--- src/rtl/mem_arbiter.sv ---
// mem_arbiter: shares the main-memory port between the I-cache refill path and the
// D-cache refill/write-back path. It grants one requester at a time and runs a
// BURST_LEN-beat line burst at line-aligned, incrementing word addresses.
// Optional feature: define ROUND_ROBIN_EN to alternate grants on simultaneous
// requests. Without it, D always wins over I.
module mem_arbiter #(
    parameter int unsigned ADDR_WIDTH = 32,
    parameter int unsigned DATA_WIDTH = 32,
    parameter int unsigned BURST_LEN  = 4
) (
    input  logic                                      clk_i,
    input  logic                                      rst_i,
    input  logic                                      i_req_i,
    input  logic [ADDR_WIDTH-1:0]                     i_addr_i,
    output logic                                      i_ready_o,
    output logic                                      i_done_o,
    output logic [DATA_WIDTH-1:0]                     i_rdata_o,
    input  logic                                      d_req_i,
    input  logic                                      d_we_i,
    input  logic [ADDR_WIDTH-1:0]                     d_addr_i,
    input  logic [DATA_WIDTH-1:0]                     d_wdata_i,
    output logic                                      d_ready_o,
    output logic                                      d_done_o,
    output logic [DATA_WIDTH-1:0]                     d_rdata_o,
    output logic [(BURST_LEN > 1 ? $clog2(BURST_LEN) : 1)-1:0] beat_o,
    output logic                                      mem_req_o,
    output logic                                      mem_we_o,
    output logic [ADDR_WIDTH-1:0]                     mem_addr_o,
    output logic [DATA_WIDTH-1:0]                     mem_wdata_o,
    input  logic                                      mem_ready_i,
    input  logic [DATA_WIDTH-1:0]                     mem_rdata_i
);

    localparam int unsigned BeatW = (BURST_LEN > 1) ? $clog2(BURST_LEN) : 1;
    // Byte offset bits covered by one line (word index bits plus the 2 byte bits).
    localparam int unsigned OffW  = $clog2(BURST_LEN) + 2;
    localparam logic [ADDR_WIDTH-1:0] LineMask =
        ~((ADDR_WIDTH'(1) << OffW) - ADDR_WIDTH'(1));
    localparam logic [BeatW-1:0] LastBeat = BeatW'(BURST_LEN - 1);

    typedef enum logic [1:0] {StIdle, StIBurst, StDBurst} state_e;

    state_e                  state_q, state_d;
    logic [ADDR_WIDTH-1:0]   base_q, base_d;
    logic                    we_q, we_d;
    logic [BeatW-1:0]        beat_q, beat_d;
    logic                    last_beat;
    logic                    grant_d_sel;

    assign last_beat = (beat_q == LastBeat);

`ifdef ROUND_ROBIN_EN
    // 1 = D was served last, 0 = I was served last.
    logic last_grant_q, last_grant_d;

    // On a tie, grant the requester that was not served last.
    always_comb grant_d_sel = d_req_i && (!i_req_i || !last_grant_q);

    // Remember who was granted so the next tie goes the other way.
    always_comb begin
        last_grant_d = last_grant_q;
        if (state_q == StIdle && (d_req_i || i_req_i)) begin
            last_grant_d = grant_d_sel;
        end
    end

    // Last-grant register.
    always_ff @(posedge clk_i) begin
        if (rst_i) begin
            last_grant_q <= 1'b0;
        end else begin
            last_grant_q <= last_grant_d;
        end
    end
`else
    // Fixed priority: D always wins.
    always_comb grant_d_sel = d_req_i;
`endif

    // FSM state register.
    always_ff @(posedge clk_i) begin
        if (rst_i) begin
            state_q <= StIdle;
        end else begin
            state_q <= state_d;
        end
    end

    // FSM next state: grant from idle, return to idle after the last beat.
    always_comb begin
        state_d = state_q;
        unique case (state_q)
            StIdle: begin
                if (grant_d_sel) begin
                    state_d = StDBurst;
                end else if (i_req_i) begin
                    state_d = StIBurst;
                end
            end
            StIBurst, StDBurst: begin
                if (mem_ready_i && last_beat) begin
                    state_d = StIdle;
                end
            end
            default: state_d = StIdle;
        endcase
    end

    // Burst datapath next state: latch line base and direction at grant, step beats.
    always_comb begin
        base_d = base_q;
        we_d   = we_q;
        beat_d = beat_q;
        if (state_q == StIdle) begin
            beat_d = '0;
            if (grant_d_sel) begin
                base_d = d_addr_i & LineMask;
                we_d   = d_we_i;
            end else if (i_req_i) begin
                base_d = i_addr_i & LineMask;
                we_d   = 1'b0;
            end
        end else if (mem_ready_i) begin
            // Beat wraps to 0 on the last beat; BURST_LEN = 1 keeps it at 0.
            beat_d = last_beat ? '0 : beat_q + BeatW'(1);
        end
    end

    // Burst datapath registers.
    always_ff @(posedge clk_i) begin
        if (rst_i) begin
            base_q <= '0;
            we_q   <= 1'b0;
            beat_q <= '0;
        end else begin
            base_q <= base_d;
            we_q   <= we_d;
            beat_q <= beat_d;
        end
    end

    // Outputs: drive memory from the latched burst and route the handshake to the grantee.
    always_comb begin
        i_ready_o   = 1'b0;
        i_done_o    = 1'b0;
        i_rdata_o   = '0;
        d_ready_o   = 1'b0;
        d_done_o    = 1'b0;
        d_rdata_o   = '0;
        mem_req_o   = 1'b0;
        mem_we_o    = 1'b0;
        mem_addr_o  = '0;
        mem_wdata_o = '0;
        beat_o      = beat_q;
        unique case (state_q)
            StIBurst: begin
                mem_req_o  = 1'b1;
                mem_we_o   = we_q;
                // base has the offset bits clear, so OR never carries into the line.
                mem_addr_o = base_q | (ADDR_WIDTH'(beat_q) << 2);
                i_ready_o  = mem_ready_i;
                i_done_o   = mem_ready_i && last_beat;
                i_rdata_o  = mem_rdata_i;
            end
            StDBurst: begin
                mem_req_o   = 1'b1;
                mem_we_o    = we_q;
                mem_addr_o  = base_q | (ADDR_WIDTH'(beat_q) << 2);
                mem_wdata_o = d_wdata_i;
                d_ready_o   = mem_ready_i;
                d_done_o    = mem_ready_i && last_beat;
                d_rdata_o   = mem_rdata_i;
            end
            default: ;
        endcase
    end

endmodule

--- config.mk ---
export PLATFORM = sky130hd
export DESIGN_NAME = mem_arbiter
export DESIGN_NICKNAME = d
export VERILOG_FILES = /design/src/rtl/mem_arbiter.sv
export SDC_FILE = /design/constraint.sdc
export NUM_CORES = 1
export LEC_CHECK = 0
export ABC_AREA = 0
export CAP_MARGIN = 20
export CORE_AREA = 2 2 105 107
export CTS_BUF_LIST = sky130_fd_sc_hd__clkbuf_8
export CTS_CLUSTER_DIAMETER = 40
export DETAILED_ROUTE_END_ITERATION = 10
export DIE_AREA = 0 0 107 109
export GPL_TIMING_DRIVEN = 0
export PLACE_DENSITY = 0.7
export SYNTH_ARGS = -nofsm -noshare
export SYNTH_HDL_FRONTEND = slang
export SYNTH_SLANG_ARGS = --single-unit
--- constraint.sdc ---
create_clock -name clk_i -period 1.5 [get_ports clk_i]
set_input_delay 0.15 -clock clk_i [delete_from_list [all_inputs] [get_ports clk_i]]
set_output_delay 0.15 -clock clk_i [all_outputs]
set_load 0.05 [all_outputs]
Word-level counts from Yosys, hierarchy flattened
Index checks and enable logic that the tools add are counted.
Storage, ports and cells
  output and inout port bits: 136
  bits in registers: 37
  latch bits: 0
  bits in read-only memories: 0
  memories kept: 0
  bits of input ports: 134
  memory bits (writable): 0
Operators by class
  $mul: 0
  reductions and logical operators: 7
  eq/ne operators: 5
  shifts and indexed selects: 0
  div/mod/pow operators: 0
  multiplexer cells: 19
  bitwise operators: 1
  magnitude comparators: 0
  add/sub/neg operators: 1
Operators by type and width (number)
  32-bit 2-to-1 mux: 6
  32-bit by 4-bit bitwise OR with 32-bit output: 1
  1-bit 2-to-1 mux: 8
  2-bit 2-to-1 mux: 4
  2-bit == test, second input constant: 2
  2-bit case mux with 2 select lines: 1
  2-bit AND reduction: 2
  2-bit OR reduction: 2
  3-bit inequality test, second input constant: 1
  2-bit by 1-bit adder with 2-bit output, second input constant: 1
  2-bit by 1-bit == test with 1-bit output, second input constant: 1
  2-bit zero test: 1
  2-bit by 1-bit inequality test with 1-bit output, second input constant: 1
  2-bit nonzero test: 1
  1-bit logical AND: 1

Logic depth before layout (Yosys ltp)
  word-level depth: 4
  depth in mapped cells: 7
  mapped depth without buffers: 5

Worst setup path before layout
OpenSTA, ideal clock, no wires.
  path type: reg2out
  from: register state_q[0]
  to: output mem_addr_o[10]
  slack: -0.327 ns
  arrival time: 1.677 ns
  stages on the path, launching flop included: 5
  required time: 1.350 ns
  buffers on the path: 1
  cells stage by stage: dfxtp_1 -> inv_1 -> ha_1 -> clkbuf_1 -> and2_1
On the way
  cells in the longest elaborated chain, start to end: 3
  elaborated cells on any way between the ends: 4
RTL lines
  start, declared: line 43  | state_e state_q, state_d;
  start signal, assigned: line 83  | state_q <= StIdle;
  start signal, assigned: line 85  | state_q <= state_d;
  2-bit by 1-bit == test with 1-bit output / 2-bit == test (equally long branches): line 155  | unique case (state_q)
  2-bit OR reduction (no source line) (*)
  32-bit 2-to-1 mux (*)
  end, declared: line 28  | output logic [ADDR_WIDTH-1:0] mem_addr_o,
Mark *: on every way between the ends. The rest lies on a longest branch, timed or not.

Worst setup path in the final report
  from: register state_q[0]
  to: output d_rdata_o[22]
On the way
  cells in the longest elaborated chain, start to end: 2
RTL lines
  2-bit == test: line 155
  32-bit 2-to-1 mux: line 155
  end, declared: line 24  | output logic [DATA_WIDTH-1:0] d_rdata_o,
Every way passes these cells.

==> results by group <==
CTS
  – Clock Tree Root: clkbuf_8
  – Clock H-tree levels: 2
  – Worst skew pair latency: ~0.28 ns
  – TritonCTS clock tree: done
  – Hold_buf cts: 0
  – CTS clk-pin slew, worst paths: 0.08 ns
  – CTS buffer count: 5
  – Clk sinks: 33
  – Clock buffer depth: 2

Global route
  – GRT Residual Overflow: 0
  – Number of antenna violations at the first check in global routing: 4
  – Number of global-route vias before repair: approximately 3200
  – Global-route wire length before repair: around 18000 µm
  – Largest net degree at the start of global routing: 12
  – Gr usage total: 20.55%

Place
  – DP HPWL: about 10000 µm
  – GPL Wtd Cong: 0.9137
  – Placed cell areas: 5356 µm²
  – Port bufs: between 200 and 300

STA
  – Max Clock Freq: ~0.60 GHz
  – Final hold vios: 0
  – Setup WS post-layout: -0.1763 ns
  – Final Cycle Share: 111.8%
  – Max_slew headroom: ~49%
  – Final min period: roughly 1.7 ns
  – Clock Skew: slightly below 0.007 ns
  – Slew @ Worst Pin: 0.7629 ns
  – RSZ-0062 raised after global routing: yes
  – Final setup fails: 130
  – Slew Viols, Final: 0

Worst setup path
  – Flop2flop setup slack: 0.10 ns
  – Reg2reg path depth: 7
  – Crit-path max FO: 8
  – Crit path arrival time: about 1.5 ns
  – R2R Path End: base_q[26]
  – CP required: 1.35 ns
  – Critical path origin: state_q[0]
  – Critical path class: reg -> out
  – Origin of the critical flop-to-flop path: state_q[1]
  – Critical Path End Type: output pin
  – Crit start category: flop

Cells and area
  – Nets: approximately 730
  – Most frequent cells in the layout: clkdlybuf4s50_1, buf_8, and2_4, buf_6, dfxtp_1
  – Share of cells above drive strength 1: between 50% and 60%
  – Fillers: ~860
  – Commonest non-fill, non-tap cell in the layout: clkdlybuf4s50_1
  – Post-route cell area: a little under 7000 µm²
  – P&R area growth vs syn: 168.2%

Run status
  – Failing checks: setup timing
  – Outcome: finished, violations left

Floorplan
  – Area of the core: 10600 µm²
  – Die area: 11660 µm²
  – Row count: 38
  – Initial Util: 23.67%
  – Chip height: between 100 and 150 µm
  – Ports: 270
  – Die Width: around 110 µm

Hold path
  – Min-delay src: rst_i
  – Hold Path Depth: 2
  – Min-delay worst type: in -> reg
  – Hold path endpoint: base_q[6]

Route
  – DR pass1 iterations: 4
  – Vias/cell: about 4.4
  – Vias: about 3200
  – Met2 WL: slightly above 7000 µm
  – DRC Markers: 0
  – Met3 wire length: 932 µm
  – Final WL: ~13000 µm
  – Starting DRT DRC Count: 134
  – Metal-1 WL: roughly 4900 µm
  – Top Layer Used: met4
  – Average wire per cell in the routed design: between 15 and 20 µm
  – DRT antenna net count: 0

Synth
  – Seq/Total Area, Yosys: between 20% and 30%
  – Netlist cell types: 25
  – Yosys top cell area share: around a third
  – Synth warnings: 0
  – Mapped Cells: a little over 300
  – Top cells by area, synth: and2_1, dfxtp_1, mux2i_1
  – Synth Cell Area: about 2500 µm²
  – Yosys reg bits: 33
  – Mean post-synth cell area: 8.284 µm²
  – Cell taking the most area after synthesis: and2_1

Run
  – Max Cap Viol: 0

Power
  – Pleak: about 0.003 µW
  – PwrDens: about 1800 nW/µm²
  – Worst VDD drop: 0.8919 mV
  – Final Power: roughly 12000 µW
## cell families after synthesis
| group | share of synthesized area (%) |
|---|---|
| AND/OR/NAND/NOR | 38.58 |
| AO/OA/AOI/OAI | 14.36 |
| buffers and inverters | 7.029 |
| flip-flops | 26.32 |
| multiplexers | 11.57 |
| adder cells (fa/ha/maj) | 1.994 |
| other | 0.1494 |
## layer usage
layer | vias to the layer above | track usage [%]
li1 | 1566 | -
met1 | 1503 | 22.21
met2 | 155 | 38.85
met3 | 14 | 5.021
met4 | 0 | 7.328
met5 | - | 0
## sequential cells by signal (all words and copies together), names as in the netlist
register and cells:
beat_o 2, state_q 2, we_q 1, base_q 28
## synthesized netlist by cell type (all sizes together)
cell type    n
a211oi      28
a21boi       1
a21oi        4
and2       129
and3         2
buf         14
clkbuf      15
conb         1
dfxtp       33
ha           4
inv          5
mux2i       29
nand2b       1
nand3        1
nand3b       1
nor2        28
nor3         2
nor3b        2
o21a         1
o21ai        1
o32ai        1
## power by group
part           internal, µW  switching [µW]  total (µW)
registers              1160             149        1310
logic                  4500            5140        9630
clock network           660             346        1010
## through the flow
stage / util (%) / hold slack [ns] / setup TNS (ns) / instances / worst slack [ns]
3_3_place_gp: 50.52 / 0.4502 / -91.82 / 701 / -0.9417
4_1_cts: 57.88 / 0.2139 / -14.30 / 719 / -0.1895
3_5_place_dp: 50.52 / 0.4619 / -95.73 / 701 / -0.9772
2_1_floorplan: - / 0.3150 / -2.803 / 304 / -0.08818
5_1_grt: 63.49 / 0.2442 / -20.64 / 734 / -0.2161
6_report: 63.49 / 0.2188 / -15.25 / 734 / -0.1763
## worst max-delay path, cell delays in order, from the launching register on
cell and delay, ns:
dfxtp_2 0.36, inv_4 0.06, ha_4 0.18, clkbuf_16 0.18
clkbuf_16 0.16, and2_4 0.16, buf_8 0.14
## layout make-up
type	count	area (µm²)	share of cell area [%]
well taps	140	175.2	2.602
clock buffers	5	68.82	1.022
diodes	4	10.01	0.1487
multi-input cells	237	2017	29.96
repair buffers	278	3401	50.52
clock inverters	3	65.06	0.9665
plain buffers	29	304.0	4.517
inverters	5	23.77	0.3532
flip-flops and latches	33	666.9	9.907
## how the worst max path moves through the flow
stage	endpoint	slack, ns	cells past startpoint
after floorplan	mem_addr_o[10]	-0.09	4
after global placement	d_rdata_o[16]	-0.94	6
after detailed placement	d_rdata_o[27]	-0.98	6
after CTS	d_rdata_o[22]	-0.19	6
after global routing	d_rdata_o[22]	-0.22	6
final	d_rdata_o[22]	-0.18	6
## timing repair
item,in CTS,in global routing
setup endpoints to repair,136,135
cloned,8,3
resized for setup,1051,180
buffers inserted,2,8
pin swaps,16,23
No activity file was read; power rests on OpenSTA's default activity.
